[src/rtl/stack_driver_pkg.sv]
// stack_driver_pkg: shared types and opcode-class helpers for stack_driver.
//   op_e        - 3-bit stack-machine opcode encoding
//   state_e     - sequencing FSM states
//   DW_DEF      - default data width
//   need_ops    - entries an opcode must find on the stack
//   depth_delta - net occupancy change of a completed opcode
package stack_driver_pkg;

    localparam int DW_DEF = 8;

    typedef enum logic [2:0] {
        OP_NOP  = 3'd0,
        OP_PUSH = 3'd1,
        OP_POP  = 3'd2,
        OP_TOS  = 3'd3,
        OP_ADD  = 3'd4,
        OP_SUB  = 3'd5,
        OP_AND  = 3'd6,
        OP_DUP  = 3'd7
    } op_e;

    typedef enum logic [2:0] {
        ST_IDLE,
        ST_PUSH,
        ST_POP_A,
        ST_CAP_A,
        ST_POP_B,
        ST_CAP_B,
        ST_TOS_A,
        ST_PUSH_R
    } state_e;

    function automatic logic is_alu(op_e op);
        return (op == OP_ADD) || (op == OP_SUB) || (op == OP_AND);
    endfunction

    function automatic logic [1:0] need_ops(op_e op);
        case (op)
            OP_POP, OP_TOS, OP_DUP: return 2'd1;
            OP_ADD, OP_SUB, OP_AND: return 2'd2;
            default:                return 2'd0;
        endcase
    endfunction

    function automatic logic signed [1:0] depth_delta(op_e op);
        case (op)
            OP_PUSH, OP_DUP:                return 2'sd1;
            OP_POP, OP_ADD, OP_SUB, OP_AND: return -2'sd1;
            default:                        return 2'sd0;
        endcase
    endfunction

endpackage

[src/rtl/stack_driver_alu.sv]
// stack_driver_alu: combinational binary op on the two popped entries.
//   a     - first popped entry (old top)
//   b     - second popped entry
//   op    - opcode; only ADD/SUB/AND produce a result
//   r     - b+a, b-a or b&a, modulo 2^DW
//   carry - carry-out for ADD, borrow (b<a) for SUB, 0 otherwise
module stack_driver_alu
    import stack_driver_pkg::*;
#(
    parameter int DW = DW_DEF
) (
    input  logic [DW-1:0] a,
    input  logic [DW-1:0] b,
    input  op_e           op,
    output logic [DW-1:0] r,
    output logic          carry
);

    always_comb begin
        r     = '0;
        carry = 1'b0;
        case (op)
            OP_ADD:  {carry, r} = {1'b0, b} + {1'b0, a};
            // The extra top bit of a DW+1 wide difference is set exactly when b < a.
            OP_SUB:  {carry, r} = {1'b0, b} - {1'b0, a};
            OP_AND:  r = b & a;
            default: ;
        endcase
    end

endmodule

[src/rtl/stack_driver.sv]
// stack_driver: initiator for the 8-bit operand stack. Accepts one opcode per
// valid/ready handshake, issues one-cycle push/pop/tos strobes, captures
// popped data, runs ADD/SUB/AND on the top two entries and tracks occupancy.
//   clk, rst              - clock, synchronous active-high reset
//   op_valid/op_ready     - opcode handshake (ready only while idle)
//   op_code, op_data      - opcode and PUSH immediate
//   stk_din/push/pop/tos  - stack strobes and write data
//   stk_dout              - stack read data, valid the cycle after pop/tos
//   res_valid, res_data   - result pulse and held result
//   depth                 - occupancy 0..DEPTH
//   err_under, err_over   - rejected-op pulses
//   flag_z, flag_c        - ALU flags, only when STACK_DRIVER_FLAGS_EN is defined
module stack_driver
    import stack_driver_pkg::*;
#(
    parameter int DW    = DW_DEF,
    parameter int DEPTH = 32,
    localparam int CW   = $clog2(DEPTH + 1)
) (
    input  logic          clk,
    input  logic          rst,
    input  logic          op_valid,
    input  logic [2:0]    op_code,
    input  logic [DW-1:0] op_data,
    output logic          op_ready,
    output logic [DW-1:0] stk_din,
    output logic          stk_push,
    output logic          stk_pop,
    output logic          stk_tos,
    input  logic [DW-1:0] stk_dout,
    output logic          res_valid,
    output logic [DW-1:0] res_data,
    output logic [CW-1:0] depth,
    output logic          err_under,
    output logic          err_over,
    output logic          flag_z,
    output logic          flag_c
);

    state_e        state_q, state_d;
    op_e           op_q, op_d, op_in;
    logic [DW-1:0] a_q, a_d, alu_r;
    logic          alu_c, accept, under, over;
    logic          push_d, pop_d, tos_d, rv_d, eu_d, eo_d;
    logic [DW-1:0] din_d, rd_d;
    logic [CW-1:0] depth_d;

    assign op_in  = op_e'(op_code);
    assign accept = op_valid && op_ready;
    assign under  = depth < CW'(need_ops(op_in));
    assign over   = (depth_delta(op_in) == 2'sd1) && (depth == CW'(DEPTH));

    stack_driver_alu #(.DW(DW)) u_alu (
        .a     (a_q),
        .b     (stk_dout),
        .op    (op_q),
        .r     (alu_r),
        .carry (alu_c)
    );

    // State and registered outputs
    always_ff @(posedge clk) begin
        if (rst) begin
            state_q   <= ST_IDLE;
            op_q      <= OP_NOP;
            a_q       <= '0;
            op_ready  <= 1'b1;
            stk_din   <= '0;
            stk_push  <= 1'b0;
            stk_pop   <= 1'b0;
            stk_tos   <= 1'b0;
            res_valid <= 1'b0;
            res_data  <= '0;
            depth     <= '0;
            err_under <= 1'b0;
            err_over  <= 1'b0;
        end else begin
            state_q   <= state_d;
            op_q      <= op_d;
            a_q       <= a_d;
            op_ready  <= (state_d == ST_IDLE);
            stk_din   <= din_d;
            stk_push  <= push_d;
            stk_pop   <= pop_d;
            stk_tos   <= tos_d;
            res_valid <= rv_d;
            res_data  <= rd_d;
            depth     <= depth_d;
            err_under <= eu_d;
            err_over  <= eo_d;
        end
    end

    // Next state
    always_comb begin
        state_d = state_q;
        case (state_q)
            ST_IDLE:
                if (accept && !under && !over) begin
                    case (op_in)
                        OP_PUSH:                        state_d = ST_PUSH;
                        OP_POP, OP_ADD, OP_SUB, OP_AND: state_d = ST_POP_A;
                        OP_TOS, OP_DUP:                 state_d = ST_TOS_A;
                        default:                        state_d = ST_IDLE;
                    endcase
                end
            ST_PUSH:  state_d = ST_IDLE;
            ST_POP_A: state_d = ST_CAP_A;
            ST_TOS_A: state_d = ST_CAP_A;
            ST_CAP_A:
                if (is_alu(op_q))         state_d = ST_POP_B;
                else if (op_q == OP_DUP)  state_d = ST_PUSH_R;
                else                      state_d = ST_IDLE;
            ST_POP_B:  state_d = ST_CAP_B;
            ST_CAP_B:  state_d = ST_PUSH_R;
            ST_PUSH_R: state_d = ST_IDLE;
            default:   state_d = ST_IDLE;
        endcase
    end

    // Next values of the registered outputs. A strobe is set on the edge that
    // enters the state in which it must be high.
    always_comb begin
        op_d    = op_q;
        a_d     = a_q;
        push_d  = 1'b0;
        pop_d   = 1'b0;
        tos_d   = 1'b0;
        rv_d    = 1'b0;
        eu_d    = 1'b0;
        eo_d    = 1'b0;
        din_d   = stk_din;
        rd_d    = res_data;
        depth_d = depth;
        case (state_q)
            ST_IDLE:
                if (accept) begin
                    op_d = op_in;
                    if (under)     eu_d = 1'b1;
                    else if (over) eo_d = 1'b1;
                    else begin
                        case (op_in)
                            OP_PUSH: begin
                                push_d = 1'b1;
                                din_d  = op_data;
                            end
                            OP_POP, OP_ADD, OP_SUB, OP_AND: pop_d = 1'b1;
                            OP_TOS, OP_DUP:                 tos_d = 1'b1;
                            default: ;
                        endcase
                    end
                end
            ST_CAP_A: begin
                a_d = stk_dout;
                if (is_alu(op_q)) pop_d = 1'b1;
                else if (op_q == OP_DUP) begin
                    push_d = 1'b1;
                    din_d  = stk_dout;
                end else begin
                    rv_d = 1'b1;
                    rd_d = stk_dout;
                end
            end
            ST_CAP_B: begin
                push_d = 1'b1;
                din_d  = alu_r;
            end
            // stk_din still holds whatever was just pushed (r, or a for DUP).
            ST_PUSH_R: begin
                rv_d = 1'b1;
                rd_d = stk_din;
            end
            default: ;
        endcase
        // Occupancy moves once, on the edge that returns to idle.
        if (state_q != ST_IDLE && state_d == ST_IDLE)
            depth_d = depth + CW'(depth_delta(op_q));
    end

`ifdef STACK_DRIVER_FLAGS_EN
    // Flags latch on the edge into PUSH_R, from the result being pushed.
    always_ff @(posedge clk) begin
        if (rst) begin
            flag_z <= 1'b0;
            flag_c <= 1'b0;
        end else if (state_q == ST_CAP_B) begin
            flag_z <= (alu_r == '0);
            flag_c <= alu_c;
        end
    end
`else
    logic unused_carry;
    assign unused_carry = alu_c;
    assign flag_z = 1'b0;
    assign flag_c = 1'b0;
`endif

endmodule

[config.mk]
export PLATFORM = sky130hd
export DESIGN_NAME = stack_driver
export DESIGN_NICKNAME = d
export VERILOG_FILES = /design/src/rtl/stack_driver_pkg.sv /design/src/rtl/stack_driver_alu.sv /design/src/rtl/stack_driver.sv
export SDC_FILE = /design/constraint.sdc
export NUM_CORES = 1
export LEC_CHECK = 0
export CORE_MARGIN = 1
export CORE_UTILIZATION = 47
export DETAILED_ROUTE_END_ITERATION = 8
export PLACE_DENSITY = 0.77
export REMOVE_ABC_BUFFERS = 1
export SLEW_MARGIN = 20
export SYNTH_ARGS = -nofsm -noshare
export SYNTH_HDL_FRONTEND = slang
export SYNTH_SLANG_ARGS = --single-unit
[constraint.sdc]
create_clock -name clk -period 2.45 [get_ports clk]
set_input_delay 0.245 -clock clk [delete_from_list [all_inputs] [get_ports clk]]
set_output_delay 0.245 -clock clk [all_outputs]
set_load 0.05 [all_outputs]
==> impl_results.md <==
- Util after Layout: 0.674
- Sw power: 0.000578 W
- Status: finished, violations left
- Dpl ws: -0.0171 ns
- Mux cell area share after synthesis: 0.0537
- Largest family of logic cells by synthesized area: compound AO/OA/AOI/OAI gates
- Grt ovf: 0
- Detail Route Antenna Nets: 0
- Row count: 26
- Sequential share of the synthesized area: 0.327
- Worst-path clk slew: 0.08 ns
- Area Growth Syn to Fin: 34.0%
- Post-synth EDFFs: 0
- Req. time, crit path: 2.62 ns
- Critical Path Fanout Max: 6
- Pint: 0.00117 W
- Pleak: 1.43 nW
- Synth warn: 0
- Share of layout cells above drive strength 1: 0.163
- Gpl congestion: 0.880
- Setup crit end kind: register
- DIE AREA: 5910 um^2
- IO Pins: 53
- Sw Share: 0.331
- Overall power: 0.00175 W
- Slew margin rel.: 0.586
- Cell Chain, Critical Path: and3b_2 -> mux2_4 -> inv_2 -> ha_4 -> nor2b_4 -> o31a_1 -> o21a_1 -> or3_1 -> nand3_1 -> a31oi_1
- Slew Viols, Final: 0
- Die Wd: 76.9 um
- #FFs+latches synth: 43
- CTS max path bufs: 2
- Worst Setup Path Type: reg -> reg
- Top_reg_cell synth: dfxtp_1
- Async SR Flop Fraction: 0
- Nets: 430
- Crit-path max cell delay: 0.36 ns
- Setup violators final: 1
- Netlist cell types: 54
- Reg power frac: 0.441
- Adder-cell share of the synthesized area: 0.0865
- Mapped cell area: 2630 um^2
- Most common cell after layout, fill and taps aside: clkdlybuf4s50_1
- Iter 0 DRT Violations: 216
- Placeable Area: 5240 um^2
- Power Density: 496 nW/um^2
- Clk pwr share: 0.249
- H-tree depth: 2
- Tmin final: 2.45 ns
- Total Routing Usage GR: 0.232
- Antenna violations before repair: 0
- Crit share post-route: 1.00
- Port buffer count: 50
- Cts hold-fix bufs: 0
- Fillers: 436
- Clock latency on the worst-skew pair: 0.29 ns
- Worst Path Arrival: 2.62 ns
- Num CTS Buffers: 5
- XOR/XNOR share of the synthesized area: 0.0399
- Commonest cells after routing, fill and taps aside: clkdlybuf4s50_1, dfxtp_1, nor2_1
- Via density: 5.73
- Synth Area in Compound Gates: 0.224
- N_diodes: 0
- Routed WL: 6790 um
- RSZ-0062 raised after global routing: true
- Dpl hpwl: 5090 um
- DR DRC count: 0
- Type of element launching the critical path: register
- First-pass GRT wire length: 11100 um
- TritonCTS clock tree: yes
- Die Span Y: 76.9 um
- Worst Hold Class: reg -> reg
- Hold Vio Cnt, Final: 0
- Vias in the first global route: 2315
- Worst-margin pin slew: 0.619 ns
- Root buf cell: clkbuf_8
- Logic gate share of total power: 0.310
- Post-Synth Simple-Gate Area: 0.219
- Syn Area/Cell: 8.10 um^2
- Setup TNS: -0.00117 ns
- TritonCTS Sinks: 43
- WL/cell: 14.7 um
- Largest net degree at the start of global routing: 18
- Peak VDD IR: 256 uV
- Worst Slack Setup Final: -0.00117 ns
- Clock Skews: 0.00663 ns
- Max-Cap Viols: 0
- DRT Pass-1 Iters: 5
- Peak Freq: 408 MHz
- Via count: 2646
- Initial Util: 0.503
- Syn Inst Count: 325
- Failing checks: negative setup slack
- Slowest cell on crit path: dfxtp_4
==> registers in the layout, summed over array words and instances (netlist names) <==
name       flops
stk_din        8
op_q           3
res_valid      1
res_data       8
stk_pop        1
err_under      1
err_over       1
state_q        3
a_q            8
depth          6
op_ready       1
stk_tos        1
stk_push       1
==> cells by family after synthesis <==
| group | count (synthesis) |
|---|---|
| buffers and inverters | 30 |
| xor gates and xnor gates | 12 |
| DFF | 43 |
| muxes | 14 |
| other | 1 |
| adders and majority gates | 17 |
| AOI/OAI and AO/OA | 88 |
| and+or+nand+nor | 120 |
==> synth_stat cells (2+ instances only) <==
cell type	instances	area, um^2
xor2_1	3	26.3
o21bai_1	2	15.0
nand2_1	29	109
dfxtp_1	43	861
nand2b_1	3	18.8
fa_1	2	40.0
a211oi_1	10	75.1
ha_1	15	188
a22oi_1	2	15.0
o21ai_0	16	80.1
or2_2	2	12.5
a21oi_1	23	115
o31a_1	3	26.3
and2_1	4	25.0
or4_1	2	15.0
mux2i_1	13	130
a31oi_1	6	37.5
clkbuf_1	14	52.6
or3_1	3	18.8
inv_1	12	45.0
and3b_1	3	26.3
o21a_1	5	37.5
buf_4	2	15.0
nor3_1	11	55.1
and3_1	2	12.5
a221oi_1	3	26.3
xnor2_1	9	78.8
a21o_1	3	22.5
nor2_1	37	139
o21ai_1	2	10.0
nand3_1	12	60.1
nor2b_1	6	37.5
a211oi_2	2	25.0
==> power by group through the flow <==
stage,Clock (W),Sequential (W),Combinational (W)
floorplan,0,0.000850,0.000253
global placement,0,0.000784,0.000504
detailed placement,0,0.000786,0.000512
CTS,0.000443,0.000770,0.000515
global route,0.000479,0.000778,0.000585
finish,0.000435,0.000772,0.000542
==> worst max-delay path: cells and delay by family (launching register included) <==
kind | cells | cell delay, ns
DFF | 1 | 0.36
muxes | 1 | 0.32
AOI/OAI and AO/OA | 3 | 0.60
buffers and inverters | 1 | 0.07
adders and majority gates | 1 | 0.19
and+or+nand+nor | 4 | 0.78
==> cell type report <==
class                           instances  area, um^2  share of cell area
Multi-Input combinational cell        253        1740               0.494
Clock inverter                          3        15.0             0.00426
Tap cell                               70        87.6              0.0248
Sequential cell                        43         870               0.246
Inverter                               12        45.0              0.0128
Timing Repair Buffer                   76         699               0.198
Clock buffer                            5        68.8              0.0195
==> metrics by stage <==
stage / std cells / cell area, um^2 / hold WS [ns]
after global placement: 453 / 3330 / 0.468
after detailed placement: 453 / 3330 / 0.486
after global routing: 462 / 3530 / 0.522
final: 462 / 3530 / 0.497
after CTS: 461 / 3420 / 0.498
after floorplan: 308 / 2550 / 0.310
==> worst paths after layout <==
kind	start	endpoint	slack, ns	cells past startpoint
min reg2reg	a_q[7]	a_q[7]	0.50	2
min	a_q[7]	a_q[7]	0.50	2
max reg2reg	op_q[1]	stk_din[5]	-0.001	10
max	op_q[1]	stk_din[5]	-0.001	10
==> routing by layer <==
metal  GRT usage  share of wire  up-vias
li1            -              -     1307
met4      0.0481         0.0077        0
met2       0.360           0.47       96
met5           0              0        -
met1       0.334           0.46     1234
met3      0.0405          0.060        9
==> what timing repair did <==
| action | in CTS | in global routing |
|---|---|---|
| endpoints found under the hold margin | 0 | 0 |
| setup buffers | 0 | 1 |
| gates resized for setup | 2 | 27 |
| endpoints found under the setup margin | 1 | 7 |
| pin swaps | 0 | 8 |
No activity file was read; power rests on OpenSTA's default activity.
==> patch, RTL diff (same settings) <==
`stk_din` no longer has a reset.
--- a/src/rtl/stack_driver.sv
+++ b/src/rtl/stack_driver.sv
@@ -65,7 +65,6 @@
             op_q      <= OP_NOP;
             a_q       <= '0;
             op_ready  <= 1'b1;
-            stk_din   <= '0;
             stk_push  <= 1'b0;
             stk_pop   <= 1'b0;
             stk_tos   <= 1'b0;
@@ -79,7 +78,6 @@
             op_q      <= op_d;
             a_q       <= a_d;
             op_ready  <= (state_d == ST_IDLE);
-            stk_din   <= din_d;
             stk_push  <= push_d;
             stk_pop   <= pop_d;
             stk_tos   <= tos_d;
@@ -89,6 +87,10 @@
             err_under <= eu_d;
             err_over  <= eo_d;
         end
+    end
+
+    always_ff @(posedge clk) begin
+        stk_din <= din_d;
     end
 
     // Next state
Function: differs if rst is asserted again (counterexample within 4 cycles, from zero or initial values and one cycle with rst high); with rst held inactive, the same outputs for 10 cycles.
==> patch against the original RTL <==
Maximum frequency fell by 1.8%; wire length rose by 4.3%; sequential cell count did not move; critical path type unchanged; synthesized cell count fell by 3.4%; largest cell class unchanged; synthesized area rose by 1.6%; cell area rose by 11%; setup slack got worse by 0.044 ns; cell count rose by 6.5%; clock skew barely moved; hold slack got worse by 0.12 ns; the flow still finishes with violations (negative setup slack).
Power is not compared: it rests on default switching activity, and its combinational part moved more than twofold at a synthesized area within 25%.
==> patch: results (changes against the original RTL) <==
GP Congestion=0.856 (was 0.880); met3 Usage GRT=4.59% (was 4.05%); vias in the first global route=2536 (was 2315); Max Used Layer=met4 (unchanged); Worst Min Path Start=op_code[1] (was a_q[7]); Slowest cell on crit path=dfxtp_2 (was dfxtp_4); critical path's top delay family=compound AO/OA/AOI/OAI gates (was simple AND/OR/NAND/NOR gates); DR vias/cell=5.39 (was 5.73); WL met2=3.56 mm (was 3.18 mm); GRT Util Overall=23.9% (was 23.2%); met3 wire len=319 um (was 410 um); Fill cells=402 (was 436); Hold Path Class=primary input to flop (was flop to flop); Initial DRC Count=184 (was 216); worst hold path stage count=4 (was 2); Placed Area=3590 sq um (was 3330 sq um); status=finished, violations left (unchanged); Vias=2651 (was 2646); Setup violations, final=2 (was 1); Setup TNS Final=-0.0521 ns (was -0.00117 ns); Final nets=458 (was 430); failing checks=negative setup slack (unchanged); port bufs=50 (unchanged); async set or reset register ratio after synthesis=0% (unchanged); WHS Endpoint=stk_tos (was a_q[7]); worst hold-check slack=0.378 ns (was 0.497 ns); RR Endpoint=depth[5] (was stk_din[5]); reg2reg path depth=11 (was 10); Critical Path AT=2.69 ns (was 2.62 ns); leakage=1.65 nW; Max Slew Vio Count=0 (unchanged); first-pass GRT wire length=11.3 mm (was 11.1 mm); setup ws final=-0.0453 ns (was -0.00117 ns); Detailed Routing Iterations Pass 1=4 (was 5); skew final=0.00703 ns (was 0.00663 ns); GR Layer Usage met2=42.0% (was 36.0%); crit path max fanout=6 (unchanged); Seq/Total Area, Yosys=35.2% (was 32.7%); DR WL/cell=14.4 um (was 14.7 um); Max-slew headroom=60.0% (was 58.6%); syn avg cell area=8.52 sq um (was 8.10 sq um); H-tree depth=2 (unchanged); largest net degree at the start of global routing=20 (was 18); synth cell count leaders=nand2_1, dfxtp_1, nor2_1 (was dfxtp_1, nor2_1, nand2_1); distinct cell type count after synthesis=53 (was 54); hpwl dp=5.06 mm (was 5.09 mm); Post-Route M1 WL=3.06 mm (was 3.14 mm); Synth area leaders=dfxtp_1, edfxtp_1, ha_1 (was dfxtp_1, ha_1, nor2_1)
==> patch: what timing repair did <==
action,4_1_cts,5_1_grt
setup endpoints to repair,3,11
buffers inserted,5,6
resized for setup,26,20
endpoints found under the hold margin,0,0
pin swaps,16,19
==> patch: cells by family after synthesis <==
kind of cell	count (synthesis)	synth area share, %
adders and majority gates	17	8.51
buffers and inverters	26	4.12
AOI/OAI and AO/OA	80	20.3
and+or+nand+nor	121	22.4
DFF	43	35.2
muxes	13	5.10
xor gates and xnor gates	13	4.26
other	1	0.140
==> patch: cell type report <==
class / instances / area, sq um / share of cell area, %
multi-input combinational: 246 / 1760 / 45.1
timing repair buffer: 110 / 973 / 24.9
sequential: 43 / 946 / 24.2
tap: 72 / 90.1 / 2.30
clock buffer: 6 / 72.6 / 1.86
inverter: 13 / 53.8 / 1.38
clock inverter: 2 / 11.3 / 0.288
==> patch: how the worst max path moves through the flow <==
stage / start / cells after the start / slack (ns) / endpoint
after floorplan: op_q[2] / 10 / -0.30 / depth[5]
after CTS: op_q[1] / 10 / -0.06 / depth[5]
after global routing: op_q[2] / 10 / -0.14 / depth[5]
after detailed placement: op_q[2] / 10 / -0.36 / depth[5]
final: op_q[1] / 11 / -0.05 / depth[5]
after global placement: op_q[2] / 10 / -0.28 / depth[5]
==> patch: power by group <==
group	switching, mW	internal (mW)	leakage, nW
Combinational	0.880	0.817	1.25
Sequential	0.0780	0.813	0.357
Clock	0.257	0.200	0.0455
Total	1.22	1.83	1.65
==> patch: stage by stage <==
step                worst slack [ns]  power (mW)
floorplan                     -0.298        1.80
detailed placement            -0.364        2.39
finish                       -0.0453        3.05
global placement              -0.282        2.36
CTS                          -0.0570        2.95
global route                  -0.136        3.24
